[src/rtl/dmac_pkg.sv]
// Shared constants, register map and FSM state type for the ahbl_dmac
// single-channel AHB-Lite DMA controller.
package dmac_pkg;

  localparam logic [2:0] REG_SRC    = 3'd0;
  localparam logic [2:0] REG_DST    = 3'd1;
  localparam logic [2:0] REG_CNT    = 3'd2;
  localparam logic [2:0] REG_CTRL   = 3'd3;
  localparam logic [2:0] REG_STATUS = 3'd4;

  localparam int CTRL_START   = 0;
  localparam int CTRL_SRC_INC = 1;
  localparam int CTRL_DST_INC = 2;
  localparam int CTRL_SIZE_LO = 3;
  localparam int CTRL_IRQ_EN  = 5;
  localparam int CTRL_HW_REQ  = 6;

  localparam logic [1:0] SIZE_BYTE = 2'd0;
  localparam logic [1:0] SIZE_HALF = 2'd1;
  localparam logic [1:0] SIZE_WORD = 2'd2;

  localparam logic [1:0] HTRANS_IDLE   = 2'b00;
  localparam logic [1:0] HTRANS_NONSEQ = 2'b10;

  typedef enum logic [2:0] {
    S_IDLE    = 3'd0,
    S_WAITREQ = 3'd1,
    S_RADDR   = 3'd2,
    S_RDATA   = 3'd3,
    S_WADDR   = 3'd4,
    S_WDATA   = 3'd5,
    S_DONE    = 3'd6
  } dmac_state_e;

  function automatic logic [2:0] size_to_hsize(input logic [1:0] sz);
    return sz[1] ? 3'b010 : {2'b00, sz[0]};
  endfunction

  function automatic logic [31:0] size_to_inc(input logic [1:0] sz);
    return sz[1] ? 32'd4 : (sz[0] ? 32'd2 : 32'd1);
  endfunction

  // Pick the addressed lane of the read word and copy it onto every write lane.
  function automatic logic [31:0] lane_replicate(input logic [31:0] rd,
                                                 input logic [1:0] a,
                                                 input logic [1:0] sz);
    logic [7:0]  b;
    logic [15:0] h;
    b = rd[{a, 3'b000} +: 8];
    h = a[1] ? rd[31:16] : rd[15:0];
    case (sz)
      SIZE_BYTE: return {4{b}};
      SIZE_HALF: return {2{h}};
      default:   return rd;
    endcase
  endfunction

endpackage

[src/rtl/ahbl_dmac_if.sv]
// AHB-Lite slave (register) and master (engine) signal bundle for ahbl_dmac.
// DREQ exists only when DMAC_HWREQ_EN is defined.
interface ahbl_dmac_if;
  import dmac_pkg::*;

  // Both sides follow AHB-Lite: an address phase is accepted on the clock edge
  // where HTRANS[1] and HREADY are both high; its data phase then lasts until
  // the first edge with HREADY high, and address/control must not change while
  // the current phase is stalled.
  logic        HSEL;
  logic [31:0] HADDR;
  logic [1:0]  HTRANS;
  logic [2:0]  HSIZE;
  logic        HWRITE;
  logic        HREADY;
  logic [31:0] HWDATA;
  logic        HREADYOUT;
  logic [31:0] HRDATA;

  logic [31:0] M_HADDR;
  logic [1:0]  M_HTRANS;
  logic [2:0]  M_HSIZE;
  logic [2:0]  M_HBURST;
  logic        M_HWRITE;
  logic [31:0] M_HWDATA;
  logic        M_HREADY;
  logic [31:0] M_HRDATA;

  logic        IRQ;
`ifdef DMAC_HWREQ_EN
  logic        DREQ;
`endif
  dmac_state_e dbg_state;

  modport slave (
`ifdef DMAC_HWREQ_EN
    input  DREQ,
`endif
    input  HSEL, HADDR, HTRANS, HSIZE, HWRITE, HREADY, HWDATA, M_HREADY, M_HRDATA,
    output HREADYOUT, HRDATA, M_HADDR, M_HTRANS, M_HSIZE, M_HBURST, M_HWRITE,
           M_HWDATA, IRQ, dbg_state
  );

  modport master (
`ifdef DMAC_HWREQ_EN
    output DREQ,
`endif
    output HSEL, HADDR, HTRANS, HSIZE, HWRITE, HREADY, HWDATA, M_HREADY, M_HRDATA,
    input  HREADYOUT, HRDATA, M_HADDR, M_HTRANS, M_HSIZE, M_HBURST, M_HWRITE,
           M_HWDATA, IRQ, dbg_state
  );
endinterface

[src/rtl/dmac_regs.sv]
// Zero-wait AHB-Lite register file for ahbl_dmac: config registers, start pulse,
// sticky done with W1C. CTRL[6] hw_req is only storable with DMAC_HWREQ_EN.
module dmac_regs import dmac_pkg::*; #(
  parameter int          W_CNT   = 16,
  parameter logic [31:0] RST_SRC = 32'h2000_0000,
  parameter logic [31:0] RST_DST = 32'h2000_0000
) (
  input  logic             clk,
  input  logic             rst_n,
  input  logic             hsel,
  input  logic [31:0]      haddr,
  input  logic [1:0]       htrans,
  input  logic             hwrite,
  input  logic             hready,
  input  logic [31:0]      hwdata,
  output logic [31:0]      hrdata,
  input  logic             busy,
  input  logic             set_done,
  output logic             start,
  output logic [31:0]      src,
  output logic [31:0]      dst,
  output logic [W_CNT-1:0] cnt,
  output logic             src_inc,
  output logic             dst_inc,
  output logic [1:0]       size,
  output logic             hw_req,
  output logic             irq
);

`ifdef DMAC_HWREQ_EN
  localparam logic HW_REQ_IMPL = 1'b1;
`else
  localparam logic HW_REQ_IMPL = 1'b0;
`endif

  logic       wr_pend;
  logic [2:0] addr_q;
  logic [6:1] ctrl_q;
  logic       done;
  logic       cfg_we;
  logic       unused_addr;

  assign unused_addr = ^{haddr[31:5], haddr[1:0]};

  always_ff @(posedge clk or negedge rst_n) begin
    if (!rst_n) begin
      wr_pend <= 1'b0;
      addr_q  <= '0;
    end else if (hsel && hready && htrans[1]) begin
      wr_pend <= hwrite;
      addr_q  <= haddr[4:2];
    end else begin
      wr_pend <= 1'b0;
    end
  end

  // Configuration is frozen while the engine owns the working copies.
  assign cfg_we = wr_pend && !busy;
  assign start  = cfg_we && (addr_q == REG_CTRL) && hwdata[CTRL_START];

  always_ff @(posedge clk or negedge rst_n) begin
    if (!rst_n) begin
      src    <= RST_SRC;
      dst    <= RST_DST;
      cnt    <= '0;
      ctrl_q <= '0;
      done   <= 1'b0;
    end else begin
      if (cfg_we) begin
        case (addr_q)
          REG_SRC:  src    <= hwdata;
          REG_DST:  dst    <= hwdata;
          REG_CNT:  cnt    <= hwdata[W_CNT-1:0];
          REG_CTRL: ctrl_q <= {hwdata[CTRL_HW_REQ] & HW_REQ_IMPL, hwdata[5:1]};
          default: ;
        endcase
      end
      if (set_done)
        done <= 1'b1;
      else if (wr_pend && (addr_q == REG_STATUS) && hwdata[1])
        done <= 1'b0;
    end
  end

  always_comb begin
    hrdata = '0;
    case (addr_q)
      REG_SRC:    hrdata = src;
      REG_DST:    hrdata = dst;
      REG_CNT:    hrdata[W_CNT-1:0] = cnt;
      REG_CTRL:   hrdata[6:0] = {ctrl_q, 1'b0};
      REG_STATUS: hrdata[1:0] = {done, busy};
      default:    hrdata = '0;
    endcase
  end

  assign src_inc = ctrl_q[CTRL_SRC_INC];
  assign dst_inc = ctrl_q[CTRL_DST_INC];
  assign size    = ctrl_q[CTRL_SIZE_LO+1:CTRL_SIZE_LO];
  assign hw_req  = ctrl_q[CTRL_HW_REQ];
  assign irq     = done & ctrl_q[CTRL_IRQ_EN];

endmodule

[src/rtl/ahbl_dmac.sv]
// Single-channel AHB-Lite DMA: read-then-write SINGLE transfers until the count
// is exhausted. DMAC_HWREQ_EN adds DREQ pacing through the WAITREQ state.
module ahbl_dmac import dmac_pkg::*; #(
  parameter int          W_CNT   = 16,
  parameter logic [31:0] RST_SRC = 32'h2000_0000,
  parameter logic [31:0] RST_DST = 32'h2000_0000
) (
  input logic        HCLK,
  input logic        HRESETn,
  ahbl_dmac_if.slave bus
);

  dmac_state_e      state, state_nxt, first_state;
  logic             start, src_inc, dst_inc, hw_req;
  logic [1:0]       size;
  logic [31:0]      src, dst, src_w, dst_w, wbuf, inc;
  logic [W_CNT-1:0] cnt, cnt_w;
  logic             unused_hsize;

  assign unused_hsize = ^bus.HSIZE;

  dmac_regs #(.W_CNT(W_CNT), .RST_SRC(RST_SRC), .RST_DST(RST_DST)) u_regs (
    .clk      (HCLK),
    .rst_n    (HRESETn),
    .hsel     (bus.HSEL),
    .haddr    (bus.HADDR),
    .htrans   (bus.HTRANS),
    .hwrite   (bus.HWRITE),
    .hready   (bus.HREADY),
    .hwdata   (bus.HWDATA),
    .hrdata   (bus.HRDATA),
    .busy     (state != S_IDLE),
    .set_done (state == S_DONE),
    .start    (start),
    .src      (src),
    .dst      (dst),
    .cnt      (cnt),
    .src_inc  (src_inc),
    .dst_inc  (dst_inc),
    .size     (size),
    .hw_req   (hw_req),
    .irq      (bus.IRQ)
  );

  assign inc         = size_to_inc(size);
  assign first_state = hw_req ? S_WAITREQ : S_RADDR;

  always_ff @(posedge HCLK or negedge HRESETn) begin
    if (!HRESETn) state <= S_IDLE;
    else          state <= state_nxt;
  end

  always_comb begin
    state_nxt = state;
    case (state)
      S_IDLE:    if (start) state_nxt = (cnt == '0) ? S_DONE : first_state;
`ifdef DMAC_HWREQ_EN
      S_WAITREQ: if (bus.DREQ) state_nxt = S_RADDR;
`else
      S_WAITREQ: state_nxt = S_RADDR;
`endif
      S_RADDR:   if (bus.M_HREADY) state_nxt = S_RDATA;
      S_RDATA:   if (bus.M_HREADY) state_nxt = S_WADDR;
      S_WADDR:   if (bus.M_HREADY) state_nxt = S_WDATA;
      S_WDATA:   if (bus.M_HREADY) state_nxt = (cnt_w == W_CNT'(1)) ? S_DONE : first_state;
      S_DONE:    state_nxt = S_IDLE;
      default:   state_nxt = S_IDLE;
    endcase
  end

  always_ff @(posedge HCLK or negedge HRESETn) begin
    if (!HRESETn) begin
      src_w <= '0;
      dst_w <= '0;
      cnt_w <= '0;
      wbuf  <= '0;
    end else begin
      case (state)
        S_IDLE: if (start) begin
          src_w <= src;
          dst_w <= dst;
          cnt_w <= cnt;
        end
        S_RDATA: if (bus.M_HREADY) wbuf <= lane_replicate(bus.M_HRDATA, src_w[1:0], size);
        S_WDATA: if (bus.M_HREADY) begin
          cnt_w <= cnt_w - W_CNT'(1);
          if (src_inc) src_w <= src_w + inc;
          if (dst_inc) dst_w <= dst_w + inc;
        end
        default: ;
      endcase
    end
  end

  // Address/control derive only from state and working registers, so they
  // hold still for as long as M_HREADY stalls a phase.
  always_comb begin
    bus.M_HTRANS = HTRANS_IDLE;
    bus.M_HADDR  = '0;
    bus.M_HWRITE = 1'b0;
    bus.M_HSIZE  = '0;
    case (state)
      S_RADDR, S_RDATA: begin
        bus.M_HTRANS = (state == S_RADDR) ? HTRANS_NONSEQ : HTRANS_IDLE;
        bus.M_HADDR  = src_w;
        bus.M_HSIZE  = size_to_hsize(size);
      end
      S_WADDR, S_WDATA: begin
        bus.M_HTRANS = (state == S_WADDR) ? HTRANS_NONSEQ : HTRANS_IDLE;
        bus.M_HADDR  = dst_w;
        bus.M_HWRITE = 1'b1;
        bus.M_HSIZE  = size_to_hsize(size);
      end
      default: ;
    endcase
  end

  assign bus.M_HWDATA  = wbuf;
  assign bus.M_HBURST  = 3'b000;
  assign bus.HREADYOUT = 1'b1;
  assign bus.dbg_state = state;

endmodule
[src/flat_wrapper.sv]
// flat-port wrapper written by rule: the top's interface ports become plain ports
module ahbl_dmac_flat import dmac_pkg::*;
#(
  parameter int          W_CNT   = 16,
  parameter logic [31:0] RST_SRC = 32'h2000_0000,
  parameter logic [31:0] RST_DST = 32'h2000_0000
)
  (HCLK, HRESETn, bus_HSEL, bus_HADDR, bus_HTRANS, bus_HSIZE, bus_HWRITE, bus_HREADY, bus_HWDATA, bus_M_HREADY, bus_M_HRDATA, bus_HREADYOUT, bus_HRDATA, bus_M_HADDR, bus_M_HTRANS, bus_M_HSIZE, bus_M_HBURST, bus_M_HWRITE, bus_M_HWDATA, bus_IRQ, bus_dbg_state);
  ahbl_dmac_if bus_i ();
  input logic HCLK;
  input logic HRESETn;
  input wire logic [$bits(bus_i.HSEL)-1:0] bus_HSEL;
  input wire logic [$bits(bus_i.HADDR)-1:0] bus_HADDR;
  input wire logic [$bits(bus_i.HTRANS)-1:0] bus_HTRANS;
  input wire logic [$bits(bus_i.HSIZE)-1:0] bus_HSIZE;
  input wire logic [$bits(bus_i.HWRITE)-1:0] bus_HWRITE;
  input wire logic [$bits(bus_i.HREADY)-1:0] bus_HREADY;
  input wire logic [$bits(bus_i.HWDATA)-1:0] bus_HWDATA;
  input wire logic [$bits(bus_i.M_HREADY)-1:0] bus_M_HREADY;
  input wire logic [$bits(bus_i.M_HRDATA)-1:0] bus_M_HRDATA;
  output wire logic [$bits(bus_i.HREADYOUT)-1:0] bus_HREADYOUT;
  output wire logic [$bits(bus_i.HRDATA)-1:0] bus_HRDATA;
  output wire logic [$bits(bus_i.M_HADDR)-1:0] bus_M_HADDR;
  output wire logic [$bits(bus_i.M_HTRANS)-1:0] bus_M_HTRANS;
  output wire logic [$bits(bus_i.M_HSIZE)-1:0] bus_M_HSIZE;
  output wire logic [$bits(bus_i.M_HBURST)-1:0] bus_M_HBURST;
  output wire logic [$bits(bus_i.M_HWRITE)-1:0] bus_M_HWRITE;
  output wire logic [$bits(bus_i.M_HWDATA)-1:0] bus_M_HWDATA;
  output wire logic [$bits(bus_i.IRQ)-1:0] bus_IRQ;
  output wire logic [$bits(bus_i.dbg_state)-1:0] bus_dbg_state;
  assign bus_i.HSEL = bus_HSEL;
  assign bus_i.HADDR = bus_HADDR;
  assign bus_i.HTRANS = bus_HTRANS;
  assign bus_i.HSIZE = bus_HSIZE;
  assign bus_i.HWRITE = bus_HWRITE;
  assign bus_i.HREADY = bus_HREADY;
  assign bus_i.HWDATA = bus_HWDATA;
  assign bus_i.M_HREADY = bus_M_HREADY;
  assign bus_i.M_HRDATA = bus_M_HRDATA;
  assign bus_HREADYOUT = bus_i.HREADYOUT;
  assign bus_HRDATA = bus_i.HRDATA;
  assign bus_M_HADDR = bus_i.M_HADDR;
  assign bus_M_HTRANS = bus_i.M_HTRANS;
  assign bus_M_HSIZE = bus_i.M_HSIZE;
  assign bus_M_HBURST = bus_i.M_HBURST;
  assign bus_M_HWRITE = bus_i.M_HWRITE;
  assign bus_M_HWDATA = bus_i.M_HWDATA;
  assign bus_IRQ = bus_i.IRQ;
  assign bus_dbg_state = bus_i.dbg_state;
  ahbl_dmac #(.W_CNT(W_CNT), .RST_SRC(RST_SRC), .RST_DST(RST_DST)) u_core (.HCLK(HCLK), .HRESETn(HRESETn), .bus(bus_i));
endmodule
[config.mk]
export PLATFORM = sky130hd
export DESIGN_NAME = ahbl_dmac_flat
export DESIGN_NICKNAME = d
export VERILOG_FILES = /design/src/rtl/dmac_pkg.sv /design/src/rtl/ahbl_dmac_if.sv /design/src/rtl/dmac_regs.sv /design/src/rtl/ahbl_dmac.sv /design/src/flat_wrapper.sv
export SDC_FILE = /design/constraint.sdc
export NUM_CORES = 1
export LEC_CHECK = 0
export ABC_AREA = 1
export BUFFER_PORTS_ARGS = -buffer_cell sky130_fd_sc_hd__clkbuf_2
export CAP_MARGIN = 20
export CELL_PAD_IN_SITES_DETAIL_PLACEMENT = 2
export CELL_PAD_IN_SITES_GLOBAL_PLACEMENT = 2
export CORE_UTILIZATION = 25
export CTS_CLUSTER_DIAMETER = 120
export DETAILED_ROUTE_END_ITERATION = 10
export HOLD_SLACK_MARGIN = 0.02
export PLACE_DENSITY_LB_ADDON = 0.25
export SETUP_SLACK_MARGIN = 0.05
export SLEW_MARGIN = 20
export SYNTH_ARGS = -nofsm -noshare
export SYNTH_HDL_FRONTEND = slang
export SYNTH_SLANG_ARGS = --single-unit
[constraint.sdc]
create_clock -name HCLK -period 6.9 [get_ports HCLK]
set_input_delay 0.345 -clock HCLK [delete_from_list [all_inputs] [get_ports HCLK]]
set_output_delay 0.345 -clock HCLK [all_outputs]
set_load 0.1 [all_outputs]
==> results_dict.tcl <==
set metrics [dict create \
    outcome "completed" \
    drv_slew 0 \
    hp-class "in2reg" \
    topRoutingLayerUsed "met4" \
    powerDensity_nw_per_um2 544 \
    routed_wl_um 54800 \
    p_leak_nw 7.46 \
    power_mw 8.27 \
    max_freq_mhz 262 \
    path_cells "inv_2 -> nand3_4 -> nand2_1 -> inv_1 -> o22ai_1 -> clkbuf_2" \
    tightestPinTransition_ps 1090 \
    hold_path_end "u_core.u_regs.src[8]" \
    post-cts-setup-buffer-count 0 \
    drt_iter0_drc 657 \
    arrival_ps 3470 \
    antenna_found_initial 0 \
    design_area_um2 15200 \
    wl_met2_um 25000 \
    viasPerCell 4.95 \
    vias 13100 \
    cts.clk_slew.worst_paths_ps 60 \
    groute.usage.overall_pct 21.7 \
    remaining_drc_errors 0 \
    io_buffer_count 177 \
    min_from "bus_HWDATA[8]" \
    cts_resized 0 \
    r2r_cells 10 \
    r2r_start "u_core.bus.dbg_state[1]" \
    die_y_um 226 \
    setup_viol 0 \
    die_w_um 226 \
    final_core_util_pct 30.8 \
    worst-path-buf-inv 3 \
    drt-pass1-iter-count 5 \
    top_level_ports 217 \
    final_common_cell "nand2_1" \
    relSlewSlack_pct 27.2 \
    grt_max_degree 73 \
    start_util_pct 25.5 \
    rows 81 \
    slowest_stage "inv_1" \
    insertion_delay_ps 580 \
    wl_met1_um 26800 \
    synth_cells 1811 \
    ant_nets 0 \
    dp_hpwl_um 40900 \
    root_buffer "clkbuf_16" \
    cap_violations 0 \
    clock_path_buffers 3 \
    fin_cells 2658 \
    tns_ps 0 \
    period_needed_ps 3820 \
    endpoint_kind "primary output" \
    final_nets 2088 \
    ys_types 48 \
    dpl_cell_area_um2 14000 \
    worstReg2RegEnd "u_core.dst_w[5]" \
    wl_met3_um 1530 \
    grt-ovfl-total 0 \
    cts_tree "yes" \
    place_ws_ps 3540 \
    synth_top_flop_cell "dfrtp_1" \
    synth_edf_count 0 \
    crit_required_ps 6550 \
    hold_ws_ps 36.6 \
    avgSynthCellArea_um2 6.93 \
    yosys_warnings 0 \
    crit_fanout 30 \
    coreArea_um2 49300 \
    clock_skew_ps 12.0 \
    synth-seq-cells 205 \
    critPathTopFamily "buffers and inverters" \
    period_share_pct 55.3 \
    dieArea_um2 51100 \
    hold_violations 0 \
    async_flop_share_pct 100 \
    synthesis.area_um2 12600 \
    syn_to_final_growth_pct 21.0 \
    criticalPathCategory "reg2out" \
    wl_per_cell_um 20.6 \
    layout_common_cells "nand2_1 (512), inv_1 (276), o21ai_0 (205)" \
    ir_drop_mv 0.235 \
    grt_pass1_vias 13900 \
    critPathMaxStageDelay_ps 540 \
    rsz0062_at_grt "no" \
    hold_depth 3 \
    crit_path_start_kind "register" \
    drive_gt1_share_pct 14.1 \
    cts.sinks 205 \
    htree_levels 1 \
    numCtsBuffers 28 \
    postLayoutSetupSlackWorst_ps 3080 \
    yosysSeqAreaShare_pct 40.9 \
    post-place-cells 2584 \
    grt_pass1_wl_um 84500 \
    gp_congestion 0.847 \
    rrSetupSlack_ps 3640 \
]
==> per-layer routing <==
metal	up-vias	global-route usage, %
met2	185	34.7
met5	-	0
li1	6222	-
met4	0	6.28
met3	71	2.25
met1	6670	30.7
==> sequential cells by signal, summed over array words and instances (netlist names) <==
signal / count
u_core.u_regs.cnt: 16
u_core.bus.dbg_state: 3
u_core.u_regs.src: 32
u_core.src_w: 32
u_core.u_regs.addr_q: 3
u_core.u_regs.ctrl_q: 5
u_core.bus.M_HWDATA: 32
u_core.u_regs.dst: 32
u_core.dst_w: 32
u_core.u_regs.done: 1
u_core.cnt_w: 16
u_core.u_regs.wr_pend: 1
==> layout make-up <==
| class | count | area (um^2) |
|---|---|---|
| Inverter | 284 | 1070 |
| Clock buffer | 42 | 855 |
| Antenna cell | 1 | 2.50 |
| Sequential cell | 205 | 5130 |
| Tap cell | 664 | 831 |
| Timing Repair Buffer | 217 | 1280 |
| Clock inverter | 8 | 65.1 |
| Fill cell | 5966 | 34100 |
| Multi-Input combinational cell | 1237 | 5950 |
==> worst max path at each step <==
stage                                 start         endpoint  slack [ps]  depth (start not counted)
finish              u_core.bus.dbg_state[1]  bus_M_HADDR[13]        3080                          6
global route        u_core.bus.dbg_state[1]   bus_M_HADDR[6]        2950                          6
CTS                 u_core.bus.dbg_state[1]  bus_M_HADDR[31]        3020                          6
detailed placement  u_core.bus.dbg_state[1]  u_core.dst_w[5]        3540                         10
global placement    u_core.bus.dbg_state[1]  bus_M_HADDR[31]        3630                          6
floorplan           u_core.bus.dbg_state[0]   bus_M_HADDR[8]        1910                          6
==> where the power goes <==
part	total, mW	internal (mW)	switching, mW
Sequential	2.05	1.62	0.423
Combinational	4.73	0.864	3.87
Clock	1.49	0.882	0.604
==> kinds of logic (layout without fill, tap and decap cells) <==
kind of cell               count (synthesis)  after routing  synth area share, %
and+or+nand+nor                          808            808                 26.9
AOI/OAI and AO/OA                        409            409                 18.7
buffers and inverters                    373            551                 12.2
DFF                                      205            205                 40.9
adders and majority gates                  8              8                0.798
xor gates and xnor gates                   6              6                0.419
other                                      2              7               0.0598
==> tightest hold or removal path, stage by stage <==
cell and delay, ps:
clkbuf_2 120, nand2_1 50, o21ai_0 60
==> synthesized netlist by cell type (2+ instances only) <==
| cell | count | share of area [%] |
|---|---|---|
| nor2_1 | 110 | 3.3 |
| nor4_1 | 2 | 0.10 |
| o221ai_1 | 14 | 0.98 |
| xnor2_1 | 2 | 0.14 |
| buf_4 | 11 | 0.66 |
| buf_2 | 25 | 1.0 |
| nand2_1 | 512 | 15 |
| nand3_1 | 115 | 4.6 |
| o21ai_2 | 5 | 0.35 |
| nor2_4 | 2 | 0.18 |
| nor2_2 | 6 | 0.30 |
| buf_6 | 5 | 0.45 |
| a21oi_1 | 55 | 2.2 |
| o21ai_1 | 7 | 0.28 |
| inv_2 | 4 | 0.12 |
| o211ai_1 | 24 | 1.4 |
| o22ai_1 | 81 | 4.0 |
| ha_1 | 8 | 0.80 |
| o21ai_0 | 205 | 8.2 |
| a22oi_1 | 4 | 0.24 |
| buf_1 | 8 | 0.24 |
| nand2_2 | 3 | 0.15 |
| nand4_1 | 39 | 1.9 |
| inv_1 | 277 | 8.3 |
| clkbuf_1 | 38 | 1.1 |
| a21oi_2 | 8 | 0.56 |
| dfrtp_1 | 203 | 40 |
| conb_1 | 2 | 0.060 |
| xor2_1 | 4 | 0.28 |
| nor3_1 | 13 | 0.52 |
| dfstp_2 | 2 | 0.42 |
==> timing repair <==
action / 4_1_cts / 5_1_grt
hold buffers: 22 / 0
endpoints found under the setup margin: 0 / 0
hold endpoints to repair: 104 / 0
(Power assumes the default switching activity.)
